==> src/rtl/alu_pkg.sv <==
// rtl/alu_pkg.sv - opcode constants and result-slot state shared by the ALU arbiter slice
package alu_pkg;

  localparam logic [3:0] OP_ADD        = 4'b0000;
  localparam logic [3:0] OP_SUB        = 4'b0001;
  localparam logic [3:0] OP_AND        = 4'b0010;
  localparam logic [3:0] OP_OR         = 4'b0011;
  localparam logic [3:0] OP_XOR        = 4'b0100;
  localparam logic [3:0] OP_PASSA      = 4'b0101;
  localparam logic [3:0] OP_PASSB      = 4'b0110;
  localparam logic [3:0] OP_EQ         = 4'b0111;
  localparam logic [3:0] OP_ZA         = 4'b1000;
  localparam logic [3:0] OP_LT         = 4'b1001;
  localparam logic [3:0] OP_LAST_VALID = 4'b1001;

  typedef enum logic {
    ST_EMPTY = 1'b0,
    ST_FULL  = 1'b1
  } state_e;

  function automatic logic op_supported(input logic [3:0] op);
    return op <= OP_LAST_VALID;
  endfunction

endpackage

==> src/rtl/alu.sv <==
// rtl/alu.sv - combinational 16-bit ALU; unsupported opcodes yield zero with err set
module alu
  import alu_pkg::*;
#(
  parameter int DW = 16
) (
  input  logic [3:0]    oper_i,
  input  logic [DW-1:0] a_i,
  input  logic [DW-1:0] b_i,
  output logic [DW-1:0] result_o,
  output logic          err_o,
  output logic          overflow_o
);

  logic [DW-1:0] sum;
  logic [DW-1:0] diff;

  assign sum  = a_i + b_i;
  assign diff = a_i - b_i;

  always_comb begin
    result_o   = '0;
    overflow_o = 1'b0;
    err_o      = !op_supported(oper_i);
    case (oper_i)
      OP_ADD: begin
        result_o   = sum;
        overflow_o = (a_i[DW-1] == b_i[DW-1]) && (sum[DW-1] != a_i[DW-1]);
      end
      OP_SUB: begin
        result_o   = diff;
        overflow_o = (a_i[DW-1] != b_i[DW-1]) && (diff[DW-1] != a_i[DW-1]);
      end
      OP_AND:   result_o = a_i & b_i;
      OP_OR:    result_o = a_i | b_i;
      OP_XOR:   result_o = a_i ^ b_i;
      OP_PASSA: result_o = a_i;
      OP_PASSB: result_o = b_i;
      OP_EQ:    result_o = {{(DW-1){1'b0}}, a_i == b_i};
      OP_ZA:    result_o = {{(DW-1){1'b0}}, a_i == '0};
      OP_LT:    result_o = {{(DW-1){1'b0}}, b_i < a_i};
      default:  result_o = '0;
    endcase
  end

endmodule

==> src/rtl/alu_arbiter.sv <==
// rtl/alu_arbiter.sv - two requesters share one ALU through a round-robin arbiter and a one-entry result slot
module alu_arbiter
  import alu_pkg::*;
#(
  parameter int DW = 16
) (
  input  logic          clk,
  input  logic          rst_n,
  input  logic          req0_valid,
  output logic          req0_ready,
  input  logic [3:0]    req0_oper,
  input  logic [DW-1:0] req0_a,
  input  logic [DW-1:0] req0_b,
  input  logic          req1_valid,
  output logic          req1_ready,
  input  logic [3:0]    req1_oper,
  input  logic [DW-1:0] req1_a,
  input  logic [DW-1:0] req1_b,
  output logic          rsp_valid,
  input  logic          rsp_ready,
  output logic          rsp_id,
  output logic [DW-1:0] rsp_data,
  output logic          rsp_err,
  output logic          rsp_zero
);

  state_e        state_q, state_d;
  logic          last_grant_q, last_grant_d;
  logic [DW-1:0] rsp_data_q, rsp_data_d;
  logic          rsp_id_q, rsp_id_d;
  logic          rsp_err_q, rsp_err_d;
  logic          rsp_zero_q, rsp_zero_d;

  logic          slot_free;
  logic          grant;
  logic          accept;
  logic [3:0]    sel_oper;
  logic [DW-1:0] sel_a;
  logic [DW-1:0] sel_b;
  logic [DW-1:0] alu_result;
  logic          alu_err;
  logic          alu_ovf_unused;

  // Readiness depends only on valids, slot state and rsp_ready, never on operands.
  always_comb begin
    slot_free = rst_n && ((state_q == ST_EMPTY) || rsp_ready);
    grant     = (req0_valid && req1_valid) ? !last_grant_q : req1_valid;
    accept    = slot_free && (req0_valid || req1_valid);
  end

  assign req0_ready = accept && !grant;
  assign req1_ready = accept && grant;

  assign sel_oper = grant ? req1_oper : req0_oper;
  assign sel_a    = grant ? req1_a    : req0_a;
  assign sel_b    = grant ? req1_b    : req0_b;

  alu #(.DW(DW)) u_alu (
    .oper_i     (sel_oper),
    .a_i        (sel_a),
    .b_i        (sel_b),
    .result_o   (alu_result),
    .err_o      (alu_err),
    .overflow_o (alu_ovf_unused)
  );

  always_comb begin
    state_d      = state_q;
    last_grant_d = last_grant_q;
    rsp_data_d   = rsp_data_q;
    rsp_id_d     = rsp_id_q;
    rsp_err_d    = rsp_err_q;
    rsp_zero_d   = rsp_zero_q;
    if (accept) begin
      state_d      = ST_FULL;
      last_grant_d = grant;
      rsp_data_d   = alu_result;
      rsp_id_d     = grant;
      rsp_err_d    = alu_err;
      rsp_zero_d   = (alu_result == '0);
    end else if ((state_q == ST_FULL) && rsp_ready) begin
      state_d = ST_EMPTY;
    end
  end

  always_ff @(posedge clk or negedge rst_n) begin
    if (!rst_n) begin
      state_q      <= ST_EMPTY;
      last_grant_q <= 1'b1;
      rsp_data_q   <= '0;
      rsp_id_q     <= 1'b0;
      rsp_err_q    <= 1'b0;
      rsp_zero_q   <= 1'b0;
    end else begin
      state_q      <= state_d;
      last_grant_q <= last_grant_d;
      rsp_data_q   <= rsp_data_d;
      rsp_id_q     <= rsp_id_d;
      rsp_err_q    <= rsp_err_d;
      rsp_zero_q   <= rsp_zero_d;
    end
  end

  assign rsp_valid = (state_q == ST_FULL);
  assign rsp_id    = rsp_id_q;
  assign rsp_data  = rsp_data_q;
  assign rsp_err   = rsp_err_q;
  assign rsp_zero  = rsp_zero_q;

endmodule
==> config.mk <==
export PLATFORM = sky130hd
export DESIGN_NAME = alu_arbiter
export DESIGN_NICKNAME = d
export VERILOG_FILES = /design/src/rtl/alu_pkg.sv /design/src/rtl/alu.sv /design/src/rtl/alu_arbiter.sv
export SDC_FILE = /design/constraint.sdc
export NUM_CORES = 1
export LEC_CHECK = 0
export BUFFER_PORTS_ARGS = -buffer_cell sky130_fd_sc_hd__buf_2
export CORE_UTILIZATION = 41
export CTS_CLUSTER_DIAMETER = 80
export DETAILED_ROUTE_END_ITERATION = 12
export PLACE_DENSITY = 0.7
export SLEW_MARGIN = 20
export SYNTH_ARGS = -nofsm -noshare
export SYNTH_HDL_FRONTEND = slang
export SYNTH_SLANG_ARGS = --single-unit
==> constraint.sdc <==
create_clock -name clk -period 4.75 [get_ports clk]
set_input_delay 0.7125 -clock clk [delete_from_list [all_inputs] [get_ports clk]]
set_output_delay 0.7125 -clock clk [all_outputs]
set_load 0.1 [all_outputs]
==> out/results.md <==
| Step | Metric | Value |
|---|---|---|
| pwr | PD cells | 279 nW/um^2 |
| worst setup path | Critical register-to-register path endpoint | rsp_zero |
| placement | Cell count after placement | 841 |
| synthesis | Yosys warning count | 0 |
| cts | Number of clock sinks | 21 |
| final layout | Most frequent standard cell in the layout excluding fill and tap cells | sky130_fd_sc_hd__buf_2 |
| worst setup path | Crit Path Class | input port to flop |
| die | Area of the core | 11,000 sq um |
| synthesis | Count of flip-flops with a built-in enable after synthesis | 0 |
| hold path | Worst hold-check path type | input port to async pin |
| route | Detailed-route via count | 5,317 |
| timing | Min Tclk post-route | 4.28 ns |
| cts | Number of buffers inserted for hold repair after clock tree synthesis | 0 |
| final layout | Highest-count cells in the layout ignoring fill and taps | sky130_fd_sc_hd__buf_2 (98), sky130_fd_sc_hd__inv_1 (62), sky130_fd_sc_hd__nand2_1 (51) |
| route | Detailed Route Iter0 Violations | 463 |
| pwr | Leakage power summed over all cells | 0.00256 uW |
| grt | Via count of the first global-routing pass | 5,020 |
| worst setup path | Reg2reg setup slack | 0.52 ns |
| grt | Global-route wire length before repair | 26,100 um |
| grt | Sum of overflow across all layers after global routing | 0 |
| grt | GR met2 Demand/Resource | 0.471 |
| cts | Largest buffer count on any clock path | 2 |
| synthesis | Asr flop ratio synth | 1.00 |
| route | Drt via density | 6.29 |
| final layout | Filler cells | 1,079 |
| synthesis | Sequential-to-total area share from yosys stat | 0.112 |
| timing | Fin crit share | 0.902 |
| placement | # port buffers | 98 |
| die | Chip Width | 109 um |
| route | Antenna viol nets, final | 0 |
| synthesis | FF+latch count, synth | 21 |
| cts | Post-cts repair resize count | 0 |
| synthesis | Post-Synthesis Net Count | 750 |
| final layout | Fraction of final layout cells sized beyond drive strength 1 | 0.218 |
| route | Wirelength, routed | 16,700 um |
| timing | Pin slew with the least headroom to its limit | 0.939 ns |
| timing | RSZ-0062 raised after global routing | false |
| die | Number of I/O pins | 99 |
| job | Number of violations of the max-capacitance limit | 0 |
| cts | Post-CTS Setup Repair Bufs | 0 |
| synthesis | Per-instance average area after synthesis | 7.54 sq um |
| final layout | Final Instance Count excl. Fillers | 845 |
| grt | GR Layer Usage met1 | 0.371 |
| die | Initial Utilization | 0.428 |
| timing | Max Clock Freq | 233 MHz |
| route | Post-route DRC violation count | 0 |
| timing | Max-slew violation count | 0 |
| worst setup path | Required time of the worst setup path | 4.92 ns |
| timing | Max Clock Skew | 0.00340 ns |
| die | Y dimension of the die | 109 um |
| grt | Largest net degree at the start of global routing | 25 |
| grt | Most crowded layer after global routing | met2 |
| timing | Setup TNS Final | 0 ns |
| worst setup path | Path depth of the worst reg2reg path | 13 |
| cts | Inserted Clock Buffers | 3 |
| placement | GP Congestion | 0.980 |
| outcome | Result of the run | finished clean |
| worst setup path | Startpoint of the most critical register-to-register path | last_grant_q |
| grt | Initial antenna violation count | 0 |
| cts | Clock latency on the worst-skew pair | 0.25 ns |
| synthesis | Most used flip-flop cell after synthesis | sky130_fd_sc_hd__dfrtp_1 |
| synthesis | Post-synth cell types | 80 |
| timing | Final Hold Vio Count | 0 |
| timing | Final-report setup violation count | 0 |
| cts | Clock root buffer master | sky130_fd_sc_hd__clkbuf_16 |
| die | Num rows | 38 |
| synthesis | Post-synth design cell area | 4700 sq um |
| final layout | Fraction of the core area covered by cells at the end of the flow | 0.490 |
| timing | Max-slew headroom | 0.374 |
| die | Area of the die | 11,900 sq um |
| worst setup path | Critical Path AT | 4.45 ns |
| synthesis | Gate count of the mapped netlist | 623 |
| pwr | VDD IR-drop max | 399 uV |
| grt | Met3 Usage GRT | 0.0215 |
| final layout | Antenna diode count | 0 |
| final layout | Final #Nets | 833 |
| worst setup path | Kind of end point of the critical path | flop |
| grt | Total track usage | 0.281 |
| route | First-pass iteration count of the detailed router | 7 |
| final layout | P&R area growth vs syn | 14.4% |
| route | WL per Instance | 19.7 um |
| cts | Clock tree from TritonCTS | yes |
| worst setup path | Kind of start point of the critical path | input port |
| placement | HPWL after DPL | 13,300 um |
| worst setup path | Peak fanout along the critical path | 10 |
| cts | # H-tree levels | 1 |
| cts | CTS clk-pin slew, worst paths | 0.06 ns |
==> area by class of cell <==
class	count	area [sq um]	area share
Inverter	62	233	0.0433
Sequential cell	21	527	0.0980
Tap cell	140	175	0.0326
Clock buffer	4	78.8	0.0147
Timing Repair Buffer	118	641	0.119
Multi-Input combinational cell	500	3720	0.692
==> critical path: stages <==
cell                        delay (ns)
sky130_fd_sc_hd__buf_2            0.09
sky130_fd_sc_hd__a21boi_4         0.35
sky130_fd_sc_hd__mux2i_1          0.42
sky130_fd_sc_hd__inv_1            0.09
sky130_fd_sc_hd__ha_1             0.25
sky130_fd_sc_hd__fa_1             0.45
sky130_fd_sc_hd__a21oi_1          0.26
sky130_fd_sc_hd__o21ai_1          0.16
sky130_fd_sc_hd__a2111oi_1        0.42
sky130_fd_sc_hd__buf_4            0.20
sky130_fd_sc_hd__nor3_1           0.05
sky130_fd_sc_hd__or4b_1           0.51
sky130_fd_sc_hd__o21ai_1          0.12
sky130_fd_sc_hd__o2111ai_1        0.15
sky130_fd_sc_hd__o31ai_2          0.22
==> cells in the mapped netlist, drive strengths merged (3+ instances only) <==
| library cell | instances | share of area |
|---|---|---|
| a221o | 4 | 0.0085 |
| o211a | 3 | 0.0064 |
| o31ai | 7 | 0.012 |
| nand4 | 7 | 0.0093 |
| o21ai | 29 | 0.031 |
| mux2 | 15 | 0.040 |
| a21oi | 39 | 0.042 |
| nand2b | 8 | 0.011 |
| a21o | 8 | 0.013 |
| a22oi | 4 | 0.0075 |
| a221oi | 4 | 0.0075 |
| a31oi | 5 | 0.0067 |
| o22ai | 12 | 0.016 |
| o211ai | 13 | 0.021 |
| clkbuf | 18 | 0.014 |
| o311ai | 4 | 0.0075 |
| a22o | 8 | 0.015 |
| xnor2 | 4 | 0.0075 |
| o41ai | 4 | 0.0075 |
| nand2 | 51 | 0.041 |
| nor4 | 9 | 0.012 |
| a222oi | 3 | 0.0064 |
| o2111ai | 3 | 0.0056 |
| and2 | 8 | 0.011 |
| buf | 22 | 0.034 |
| nor4bb | 7 | 0.015 |
| or4 | 4 | 0.0064 |
| mux2i | 35 | 0.080 |
| and3 | 3 | 0.0040 |
| nor3b | 3 | 0.0048 |
| a2111oi | 5 | 0.014 |
| ha | 48 | 0.13 |
| nor2 | 36 | 0.029 |
| a211oi | 7 | 0.014 |
| inv | 62 | 0.050 |
| nor4b | 7 | 0.013 |
| nor2b | 9 | 0.012 |
| nand3 | 17 | 0.019 |
| nor3 | 29 | 0.032 |
| a211o | 6 | 0.011 |
| dfrtp | 20 | 0.11 |
| o221ai | 4 | 0.0075 |
==> flip-flops by register name (all words and copies together), names as in the netlist <==
| signal | cells |
|---|---|
| rsp_data | 16 |
| last_grant_q | 1 |
| rsp_valid | 1 |
| rsp_id | 1 |
| rsp_zero | 1 |
| rsp_err | 1 |
==> report_power, final <==
group          internal [uW]  switching, uW
logic                    327            764
registers                215           18.1
clock network            114           60.9
total                    656            843
==> worst max path at each step <==
stage | from | to | cells after the start
2_1_floorplan | req1_valid | rsp_zero | 14
3_3_place_gp | req1_valid | rsp_zero | 14
3_5_place_dp | req1_valid | rsp_zero | 15
4_1_cts | req1_valid | rsp_zero | 15
5_1_grt | req1_valid | rsp_zero | 13
6_report | req1_valid | rsp_zero | 15
==> cells by family (layout without fill, tap and decap cells) <==
logic type               Yosys count  count (layout)  share of synthesized area
AND/OR/NAND/NOR                  205             205                      0.230
AO/OA/AOI/OAI                    191             191                      0.296
buffers and inverters            102             184                     0.0974
adder cells (fa/ha/maj)           50              50                      0.136
multiplexers                      50              50                      0.120
flip-flops                        21              21                      0.112
XOR/XNOR                           4               4                    0.00745
==> per-stage QoR <==
stage	area (sq um)	total power [uW]	hold slack [ns]	setup WS (ns)
2_1_floorplan	4700	1040	0.417	0.565
3_3_place_gp	5300	1290	0.456	0.318
3_5_place_dp	5300	1300	0.465	0.220
4_1_cts	5380	1480	0.429	0.472
5_1_grt	5380	1590	0.453	0.181
6_report	5380	1500	0.408	0.467
==> routing by layer <==
layer	wire, um	share of wire	vias up
li1	-	-	2480
met1	7270	0.44	2519
met2	7590	0.46	281
met3	1220	0.073	37
met4	583	0.035	0
met5	0	0	-
No activity file was read; power rests on OpenSTA's default activity.
